===== src/rtl/irq_pkg.sv =====
// Shared types for the 8-line request capture path: vector/index typedefs and the present FSM states.
package irq_pkg;

    localparam int IRQ_N     = 8;
    localparam int IRQ_IDX_W = 3;

    typedef logic [IRQ_N-1:0]     irq_vec_t;
    typedef logic [IRQ_IDX_W-1:0] irq_idx_t;

    typedef enum logic [0:0] {
        ST_IDLE    = 1'b0,
        ST_PRESENT = 1'b1
    } irq_st_e;

    function automatic irq_vec_t irq_onehot(input irq_idx_t idx);
        irq_onehot = irq_vec_t'(1) << idx;
    endfunction

endpackage


===== src/rtl/irq_prio_pick.sv =====
// Highest-set-bit select over an 8-bit vector; bit 7 wins, 0 when the vector is empty.
// Purely combinational, no latency, no flow control.
module irq_prio_pick
    import irq_pkg::*;
(
    input  irq_vec_t i_vec,
    output irq_idx_t o_idx
);

    always_comb begin
        o_idx = '0;
        for (int i = 0; i < IRQ_N; i++) begin
            if (i_vec[i]) begin
                o_idx = irq_idx_t'(i);
            end
        end
    end

endmodule


===== src/rtl/irq_pend_capture8.sv =====
// Captures request events into a pending vector and presents the highest eligible index on valid/ready.
// Latency: event->pend 1 clk, ->valid 2 clk; index held until accepted, one bubble between grants.
module irq_pend_capture8
    import irq_pkg::*;
#(
    parameter int EDGE = 1
) (
    input  logic     clk,
    input  logic     rst,
    input  irq_vec_t req_in,
    input  irq_vec_t mask,
    output irq_vec_t pend_o,
    output logic     out_valid,
    output irq_idx_t out_idx,
    input  logic     out_ready,
    output logic     lost_o,
    input  logic     lost_clr
);

    irq_vec_t r_req_q;
    irq_vec_t r_pend;
    irq_idx_t r_idx;
    logic     r_lost;
    irq_st_e  r_state;
    irq_st_e  w_state_nxt;

    irq_vec_t w_set;
    irq_vec_t w_clr;
    irq_vec_t w_elig;
    irq_idx_t w_pick;
    logic     w_accept;
    logic     w_lost_evt;

    assign w_set      = (EDGE != 0) ? (req_in & ~r_req_q) : req_in;
    assign w_accept   = (r_state == ST_PRESENT) && out_ready;
    assign w_clr      = w_accept ? irq_onehot(r_idx) : '0;
    assign w_elig     = r_pend & mask;
    // A set coinciding with the clear of the same bit re-pends it and is not a loss.
    assign w_lost_evt = (EDGE != 0) && ((w_set & r_pend & ~w_clr) != '0);

    irq_prio_pick u_pick (
        .i_vec (w_elig),
        .o_idx (w_pick)
    );

    always_ff @(posedge clk) begin
        if (rst) begin
            r_req_q <= '0;
            r_pend  <= '0;
            r_lost  <= 1'b0;
        end else begin
            r_req_q <= req_in;
            r_pend  <= (r_pend & ~w_clr) | w_set;
            if (w_lost_evt) begin
                r_lost <= 1'b1;
            end else if (lost_clr) begin
                r_lost <= 1'b0;
            end
        end
    end

    always_ff @(posedge clk) begin
        if (rst) begin
            r_state <= ST_IDLE;
        end else begin
            r_state <= w_state_nxt;
        end
    end

    always_comb begin
        w_state_nxt = r_state;
        case (r_state)
            ST_IDLE:    if (w_elig != '0) w_state_nxt = ST_PRESENT;
            ST_PRESENT: if (out_ready)    w_state_nxt = ST_IDLE;
            default:    w_state_nxt = ST_IDLE;
        endcase
    end

    // The winner is latched only when leaving IDLE so the presented index never moves mid-handshake.
    always_ff @(posedge clk) begin
        if (rst) begin
            r_idx <= '0;
        end else if ((r_state == ST_IDLE) && (w_elig != '0)) begin
            r_idx <= w_pick;
        end
    end

    always_comb begin
        out_valid = (r_state == ST_PRESENT);
    end

    assign pend_o  = r_pend;
    assign out_idx = r_idx;
    assign lost_o  = r_lost;

endmodule


===== config.mk =====
export PLATFORM = sky130hd
export DESIGN_NAME = irq_pend_capture8
export DESIGN_NICKNAME = d
export VERILOG_FILES = /design/src/rtl/irq_pkg.sv /design/src/rtl/irq_prio_pick.sv /design/src/rtl/irq_pend_capture8.sv
export SDC_FILE = /design/constraint.sdc
export NUM_CORES = 1
export LEC_CHECK = 0
export CAP_MARGIN = 10
export CORE_ASPECT_RATIO = 1.75
export CORE_UTILIZATION = 40
export CTS_CLUSTER_SIZE = 40
export DETAILED_ROUTE_END_ITERATION = 16
export HOLD_SLACK_MARGIN = 0.12
export PLACE_DENSITY = 0.73
export REMOVE_ABC_BUFFERS = 1
export SLEW_MARGIN = 10
export SYNTH_ARGS = -nofsm -noshare
export SYNTH_HDL_FRONTEND = slang
export SYNTH_HIERARCHICAL = 1
export SYNTH_SLANG_ARGS = --single-unit

===== constraint.sdc =====
create_clock -name clk -period 3.6 [get_ports clk]
set_clock_uncertainty 0.05 [all_clocks]
set_input_delay 0.36 -clock clk [delete_from_list [all_inputs] [get_ports clk]]
set_output_delay 0.36 -clock clk [all_outputs]
set_load 0.05 [all_outputs]

# Yosys cells after proc, flatten, opt, wreduce, memory -nomap -nowiden
# Cells that the tools add are included.
# totals
ff_bits	21
input_bits	20
word_cells	33
# op_classes
shift	1
muxes	13
bitwise	9
n_reduce_logical	5
# op_table
operator	count
8-bit bitwise AND	5
8-bit inverter	2
8-bit nonzero test	2
3-bit 2-to-1 mux	4
8-bit 2-to-1 mux	1
8-bit OR	1
1-bit by 3-bit left shift with 8-bit output (first input constant)	1
1-bit 2-to-1 mux	5
2-bit 2-to-1 mux	2
1-bit logical AND	2
1-bit one-hot mux with 2 select lines	1
2-bit nonzero test	1
1-bit inverter	1

# Logic depth before layout (Yosys ltp)
# Gate-level depths: netlist of run 1.
# depth
depth_word	8
mapped_depth	6
ltp_nobuf	6

# Hierarchy
# The synthesis of run 1 kept the hierarchy.
# by_module_without_submodules
mod	instances	cells_each	area_each_um2	seq_area_each_um2
irq_pend_capture8	1	94	873.3	420.4
irq_prio_pick	1	10	45.0	0.0

# Worst setup path before layout of run 1
# Ideal clock, no wire load.
# synth_timing
path_type	flip-flop to flip-flop
from	register r_pend[6], in the netlist pend_o[6]
to	register r_idx[1], in the netlist out_idx[1]
setup_time_ps	125
arrival_ps	1684
t_required_ps	3425
slack_ps	1742
stages_incl_launch_ff	6
cell_sequence	dfxtp_1 > and2_4 > or4_4 > o21bai_4 > mux2i_1 > nor2_1
# synth_between
elab_chain_len	3
word_cells_on_any_way	5
cone_classes	mux: 2; bitwise: 1; reduce/logical: 2
# synth_lines
element	line	source
from (decl)	irq_pend_capture8.sv:21	irq_vec_t r_pend;
from (signal assigned)	irq_pend_capture8.sv:53	r_pend <= (r_pend & ~w_clr) | w_set;
8-bit bitwise AND (*)	irq_pend_capture8.sv:37	assign w_elig = r_pend & mask;
via w_elig[6]	irq_pend_capture8.sv:29	irq_vec_t w_elig;
8-bit nonzero test / 3-bit 2-to-1 mux (equally long branches)	irq_pend_capture8.sv:83, irq_prio_pick.sv:13	
1-bit logical AND / 3-bit 2-to-1 mux (equally long branches)	irq_pend_capture8.sv:83, irq_prio_pick.sv:13	
to (signal assigned)	irq_pend_capture8.sv:84	r_idx <= w_pick;
to (decl)	irq_pend_capture8.sv:22	irq_idx_t r_idx;
# Mark *: on every way through the listed nets, which the timed path passes. The rest lies on a longest branch.
# A chain may end at the register's enable or synchronous reset.

# Final worst setup path of run 1
# layout_timing
from	register r_idx[1], in the netlist out_idx[1]
to	output port out_idx[1]
# layout_rtl
element	line	source
to (decl)	irq_pend_capture8.sv:14	output irq_idx_t out_idx,
# No word-level cell between the ends.

==> flow_summary.ini, run 1 <==
[synthesis]
ys_seq_elements = 21
ys_seq_area_frac = 0.4578
synth_top_area_share = 0.4578
syn_area_per_cell_um2 = 8.831
ys_top_cells_by_count = dfxtp_1, nand2_1, nor2b_1
ys_types = 27
synth_area_leaders = dfxtp_1, nor2b_1, nand2_1, a21oi_1, nand2b_1
synth_ff_type = dfxtp_1
yosysMostFrequentCell = dfxtp_1
synth_area_leader_cell = dfxtp_1
postSynth.asyncResetShare = 0
syn_inst = 104
yosys_warnings = 6
synthesis.area_um2 = 918.4
synth_edf_count = 0

[setup_path]
crit_path_top_delay_cell = clkdlybuf4s50_1
r2r_cells = 5
crit_chain = clkdlybuf4s50_1
path_buf_inv = 1
reg2reg_from = pend_o[5]$_SDFF_PP0_
r2r_setup_slack_ns = 1.85
required_ns = 3.19
start_kind = flop
worstSetupPathType = flop to primary output
crit_fanout = 7
r2r-end = out_idx[2]$_SDFFE_PP0P_
cp.arrival_ns = 1.58
crit_family = buffers and inverters
cpPeakStageDelay_ns = 0.84
crit_path_end_kind = primary output

[global_route]
track_usage = 0.1906
grt_max_degree = 22
antenna_found_initial = 0
grt_pass1_vias = 800
grt_pass1_wl_um = 3374
overflow = 0

[cells_and_area]
fillers = 204
seqCellArea_um2 = 420.4
final_cells = 162
drive_above_1_share = 0.07971
n_antenna_cell = 0
multi_input_comb_area_um2 = 474.2
syn2layout_area_growth_pct = 39.78
fin_nets = 159

[flow_run]
cap_violations = 0

[route]
drt_iter0_markers = 7
avgRoutedWirePerCell_um = 12.69
vias_per_cell = 5.012
vias = 812
ant_nets = 0
dr.pass1.iters = 4
route.detailed.drc = 0
drt_wl_total_um = 2056

[clock_network]
cts-root-buf = clkbuf_4
clock_sinks = 21
clk_path_buf_depth = 2
worst_setup_hold_path_clk_slew_ns = 0.11
post_cts_resized = 0
cts.htree.levels = 1
cts_hold_buf = 0
cts_setup_buffers = 0
cts_made_buffers = 3
clk_latency_ns = 0.30
cts_tree = yes

[timing]
finalCritPeriodShare = 0.5541
finalSetupViolations = 0
worstMarginPinSlew_ns = 0.7658
fmax_ghz = 0.5013
drv_slew = 0
min_period_ns = 1.995
hold_viol = 0
slew_headroom = 0.4879
whs_ns = 0.4611
rsz0062_at_grt = false
fin_setup_tns_ns = 0

[power_and_ir_drop]
clkPwrFrac = 0.203
power_density_mw_per_mm2 = 424.0
p_leak_nw = 0.5077
ir_drop_uv = 314.1
internal_power_uw = 367.3
power_frac_comb = 0.308
switching_share = 0.3251
p_switching_uw = 176.9
p_seq_frac = 0.489
power.total_uw = 544.3

[place]
numPortBuffers = 32
dp.final_hpwl_um = 1639
gp_congestion = 0.6766
dp.cells = 158

[floorplanning]
die_area_mm2 = 0.002499
start_util = 0.4333
ios = 33
core_mm2 = 0.002120
fp.dieW_um = 38.22
rows = 22
die_y_um = 65.39

[hold_path]
hold_class = flop to flop
holdPathEnd = pend_o[0]$_SDFF_PP0_
hold_path_startpoint = pend_o[0]$_SDFF_PP0_
hold_depth = 2

[run_status]
status = finished clean
-- power by group through the flow --
| stage | sequential [mW] | combinational, mW | clock (mW) |
|---|---|---|---|
| finish | 0.266 | 0.168 | 0.110 |
| global route | 0.269 | 0.180 | 0.126 |
| CTS | 0.266 | 0.169 | 0.114 |
| detailed placement | 0.272 | 0.168 | 0 |
| global placement | 0.271 | 0.165 | 0 |
| floorplan | 0.317 | 0.0583 | 0 |
-- metal layers --
layer | GRT usage | up-vias | wire length, um
met5 | 0 | - | 0
met4 | 0.06696 | 0 | 34
met3 | 0.03041 | 4 | 66
met2 | 0.3475 | 18 | 1114
met1 | 0.2078 | 373 | 841
li1 | - | 417 | -
-- cell families after synthesis --
| group | count (synthesis) | share of synthesized area |
|---|---|---|
| flops | 21 | 0.4578 |
| compound gates | 20 | 0.1526 |
| simple gates | 55 | 0.3311 |
| mux | 3 | 0.03270 |
| buf+inv | 5 | 0.02588 |
-- sequential cells by signal, summed over array words and instances (netlist names) --
register	cells
out_valid	1
pend_o	8
lost_o	1
r_req_q	8
out_idx	3
-- final cells by class --
class	instances	share of cell area
clock buffer	3	0.01754
clock inverter	1	0.003899
inverter	3	0.008772
multi-input combinational	78	0.3694
sequential	21	0.3275
tap	24	0.02339
timing repair buffer	32	0.2495
-- stage by stage --
stage | area, um^2 | setup slack [ns] | utilization
4_1_cts | 1284 | 1.586 | 0.6057
6_report | 1284 | 1.605 | 0.6057
3_5_place_dp | 1256 | 1.451 | 0.5927
5_1_grt | 1284 | 1.518 | 0.6057
3_3_place_gp | 1256 | 1.517 | 0.5927
2_1_floorplan | 905.9 | 1.750 | -
-- cell usage in the layout, fill, tap and decap left out --
cell type,Yosys,final
dfxtp_1,21,21
o21bai_4,1,1
nor2_1,7,7
a32oi_1,1,1
mux2i_1,3,3
nor3_1,1,1
nor2b_1,11,11
o31ai_1,1,1
clkinv_2,0,1
nand3_1,2,2
clkdlybuf4s50_1,0,32
and2_2,3,3
o22a_1,3,3
and2_4,1,1
clkbuf_4,0,3
and2_1,4,4
and3b_1,1,1
nand2_1,15,15
or4_4,2,2
o21ai_0,1,1
clkinv_1,1,1
and3_1,1,1
o21a_1,1,1
a21oi_1,10,10
a41oi_1,1,1
a211oi_1,1,1
nand2b_1,7,7
inv_1,2,2
-- worst max-delay path by stage --
stage                       startpoint                 endpoint  cells past startpoint
2_1_floorplan     pend_o[6]$_SDFF_PP0_  out_idx[1]$_SDFFE_PP0P_                      5
3_3_place_gp                   mask[6]  out_idx[1]$_SDFFE_PP0P_                      6
3_5_place_dp                   mask[4]  out_idx[2]$_SDFFE_PP0P_                      6
4_1_cts        out_idx[1]$_SDFFE_PP0P_               out_idx[1]                      1
5_1_grt        out_idx[1]$_SDFFE_PP0P_               out_idx[1]                      1
6_report       out_idx[1]$_SDFFE_PP0P_               out_idx[1]                      1
(Power assumes the default switching activity.)
==> run 2: changes to the inputs <==
--- a/config.mk
+++ b/config.mk
@@ -7,11 +7,11 @@
 export LEC_CHECK = 0
 export CAP_MARGIN = 10
 export CORE_ASPECT_RATIO = 1.75
-export CORE_UTILIZATION = 40
+export CORE_UTILIZATION = 39
 export CTS_CLUSTER_SIZE = 40
 export DETAILED_ROUTE_END_ITERATION = 16
 export HOLD_SLACK_MARGIN = 0.12
-export PLACE_DENSITY = 0.73
+export PLACE_DENSITY = 0.74
 export REMOVE_ABC_BUFFERS = 1
 export SLEW_MARGIN = 10
 export SYNTH_ARGS = -nofsm -noshare
==> constraint.sdc (replaced) <==
create_clock -name clk -period 1.7 [get_ports clk]
set_clock_uncertainty 0.05 [all_clocks]
set_input_delay 0.17 -clock clk [delete_from_list [all_inputs] [get_ports clk]]
set_output_delay 0.17 -clock clk [all_outputs]
set_load 0.05 [all_outputs]
==> run 2 against run 1 <==
Via count grew 2.7%. Register-to-register slack lost 1.8 ns. Clock power grew 110%. Combinational power grew 130%. Final cell count grew 6.8%. Largest cell class unchanged. Utilization grew 2.3 points. Critical path depth grew 4.
==> flow_summary.ini, run 2 (synthesis results as in run 1) <==
[route]
drt_iter0_markers = 19
ant_nets = 0
route.detailed.drc = 0
drt_wl_total_um = 2104
vias = 834
vias_per_cell = 4.821
dr.pass1.iters = 3
avgRoutedWirePerCell_um = 12.16

[place]
numPortBuffers = 32
place_ws_ns = -0.2052
gp_congestion = 0.7386
placement.cell_area_mm2 = 0.001301
dp.final_hpwl_um = 1723

[power_and_ir_drop]
p_leak_nw = 0.5896
power_density_mw_per_mm2 = 868.4
ir_drop_uv = 653.6

[clock_network]
cts_tree = yes
worst_setup_hold_path_clk_slew_ns = 0.11
cts.htree.levels = 1
cts-root-buf = clkbuf_4
cts_hold_buf = 0
clock_sinks = 21
cts_made_buffers = 3
clk_path_buf_depth = 2
clk_latency_ns = 0.29

[setup_path]
start_kind = flop
worstSetupPathType = flop to flop
crit_fanout = 3
crit_path_end_kind = flop
cp.arrival_ns = 1.77
reg2reg_from = pend_o[4]$_SDFF_PP0_
crit_start = pend_o[4]$_SDFF_PP0_
required_ns = 1.84

[timing]
finalSetupViolations = 0
min_period_ns = 1.628
fmax_ghz = 0.6141
worstMarginPinSlew_ns = 0.4965
finalCritPeriodShare = 0.9579
slew_headroom = 0.6703
rsz0062_at_grt = false
timing.final.ws_setup_ns = 0.07164
drv_slew = 0
whs_ns = 0.3914
hold_viol = 0

[floorplanning]
start_util = 0.4277
die_y_um = 66.20
rows = 22
die_area_mm2 = 0.002560
ios = 33
fp.dieW_um = 38.68
core_mm2 = 0.002147

[cells_and_area]
syn2layout_area_growth_pct = 46.87
layout.cells.most_common = buf_4
n_antenna_cell = 0
final_util = 0.6282
drive_above_1_share = 0.2752
fin_nets = 170
final_cell_mix = buf_4, clkdlybuf4s50_1, dfxtp_1
stdcell_area_mm2 = 0.001349

[global_route]
grt_max_degree = 22
track_usage = 0.1830
antenna_found_initial = 0
met3_usage = 0.03030
grt_pass1_wl_um = 3339
busiest_layer = met2
grt_pass1_vias = 823
use_met1 = 0.1834
grt_use_met2 = 0.3604
overflow = 0

[hold_path]
hold_path_startpoint = req_in[5]
hold_class = input port to flop

[flow_run]
cap_violations = 0

[run_status]
status = finished clean
-- run 2: cell count changes in the layout (fill, tap and decap cells not counted), moves of 3 or more --
cell,before,now
dfxtp_2,0,5
buf_4,0,23
dfxtp_1,21,16
and2_1,4,1
and2_4,1,5
clkdlybuf4s50_1,32,19
-- run 2: layer usage --
layer / vias to the layer above / wire, um
met4: 0 / 0
met1: 374 / 846
met5: - / 0
met2: 17 / 1184
met3: 0 / 73
li1: 443 / -
-- run 2: what timing repair did --
action                                  CTS  global route
pin swaps                                 0             7
resized for setup                         1             9
endpoints found under the setup margin    1             3
setup buffers                             0             1
-- run 2: layout make-up --
| type | instances | area (um^2) |
|---|---|---|
| timing repair buffer | 43 | 371.6 |
| clock buffer | 4 | 26.28 |
| inverter | 3 | 11.26 |
| tap | 24 | 30.03 |
| fill | 199 | 798.3 |
| multi-input combinational | 78 | 483.0 |
| sequential | 21 | 426.7 |
-- run 2: path summary, 6_finish.rpt --
path                                  end  slack (ns)  depth (start not counted)
setup / recovery  out_idx[0]$_SDFFE_PP0P_        0.07                          5
hold / removal      r_req_q[5]$_SDFF_PP0_        0.39                          2
setup reg to reg  out_idx[0]$_SDFFE_PP0P_        0.07                          5
hold reg to reg      pend_o[0]$_SDFF_PP0_        0.45                          2
-- run 2: stage by stage --
step / TNS (ns) / instances / total power [mW]
3_3_place_gp: -0.5208 / 168 / 0.9373
4_1_cts: 0 / 172 / 1.172
5_1_grt: 0 / 173 / 1.232
2_1_floorplan: -0.4482 / 102 / 0.7937
3_5_place_dp: -0.6322 / 168 / 0.9446
6_report: 0 / 173 / 1.171
-- run 2: where the power goes --
group	leakage [nW]	switching [mW]	internal, mW
combinational	0.399	0.207	0.171
clock	0.0150	0.141	0.0912
sequential	0.176	0.0271	0.534
-- run 2: worst max-delay path, cell delays in order (launching register included) --
cell	delay [ns]
dfxtp_2	0.33
and2_4	0.13
or4_4	0.56
o21bai_4	0.20
mux2i_1	0.21
nor2_1	0.06
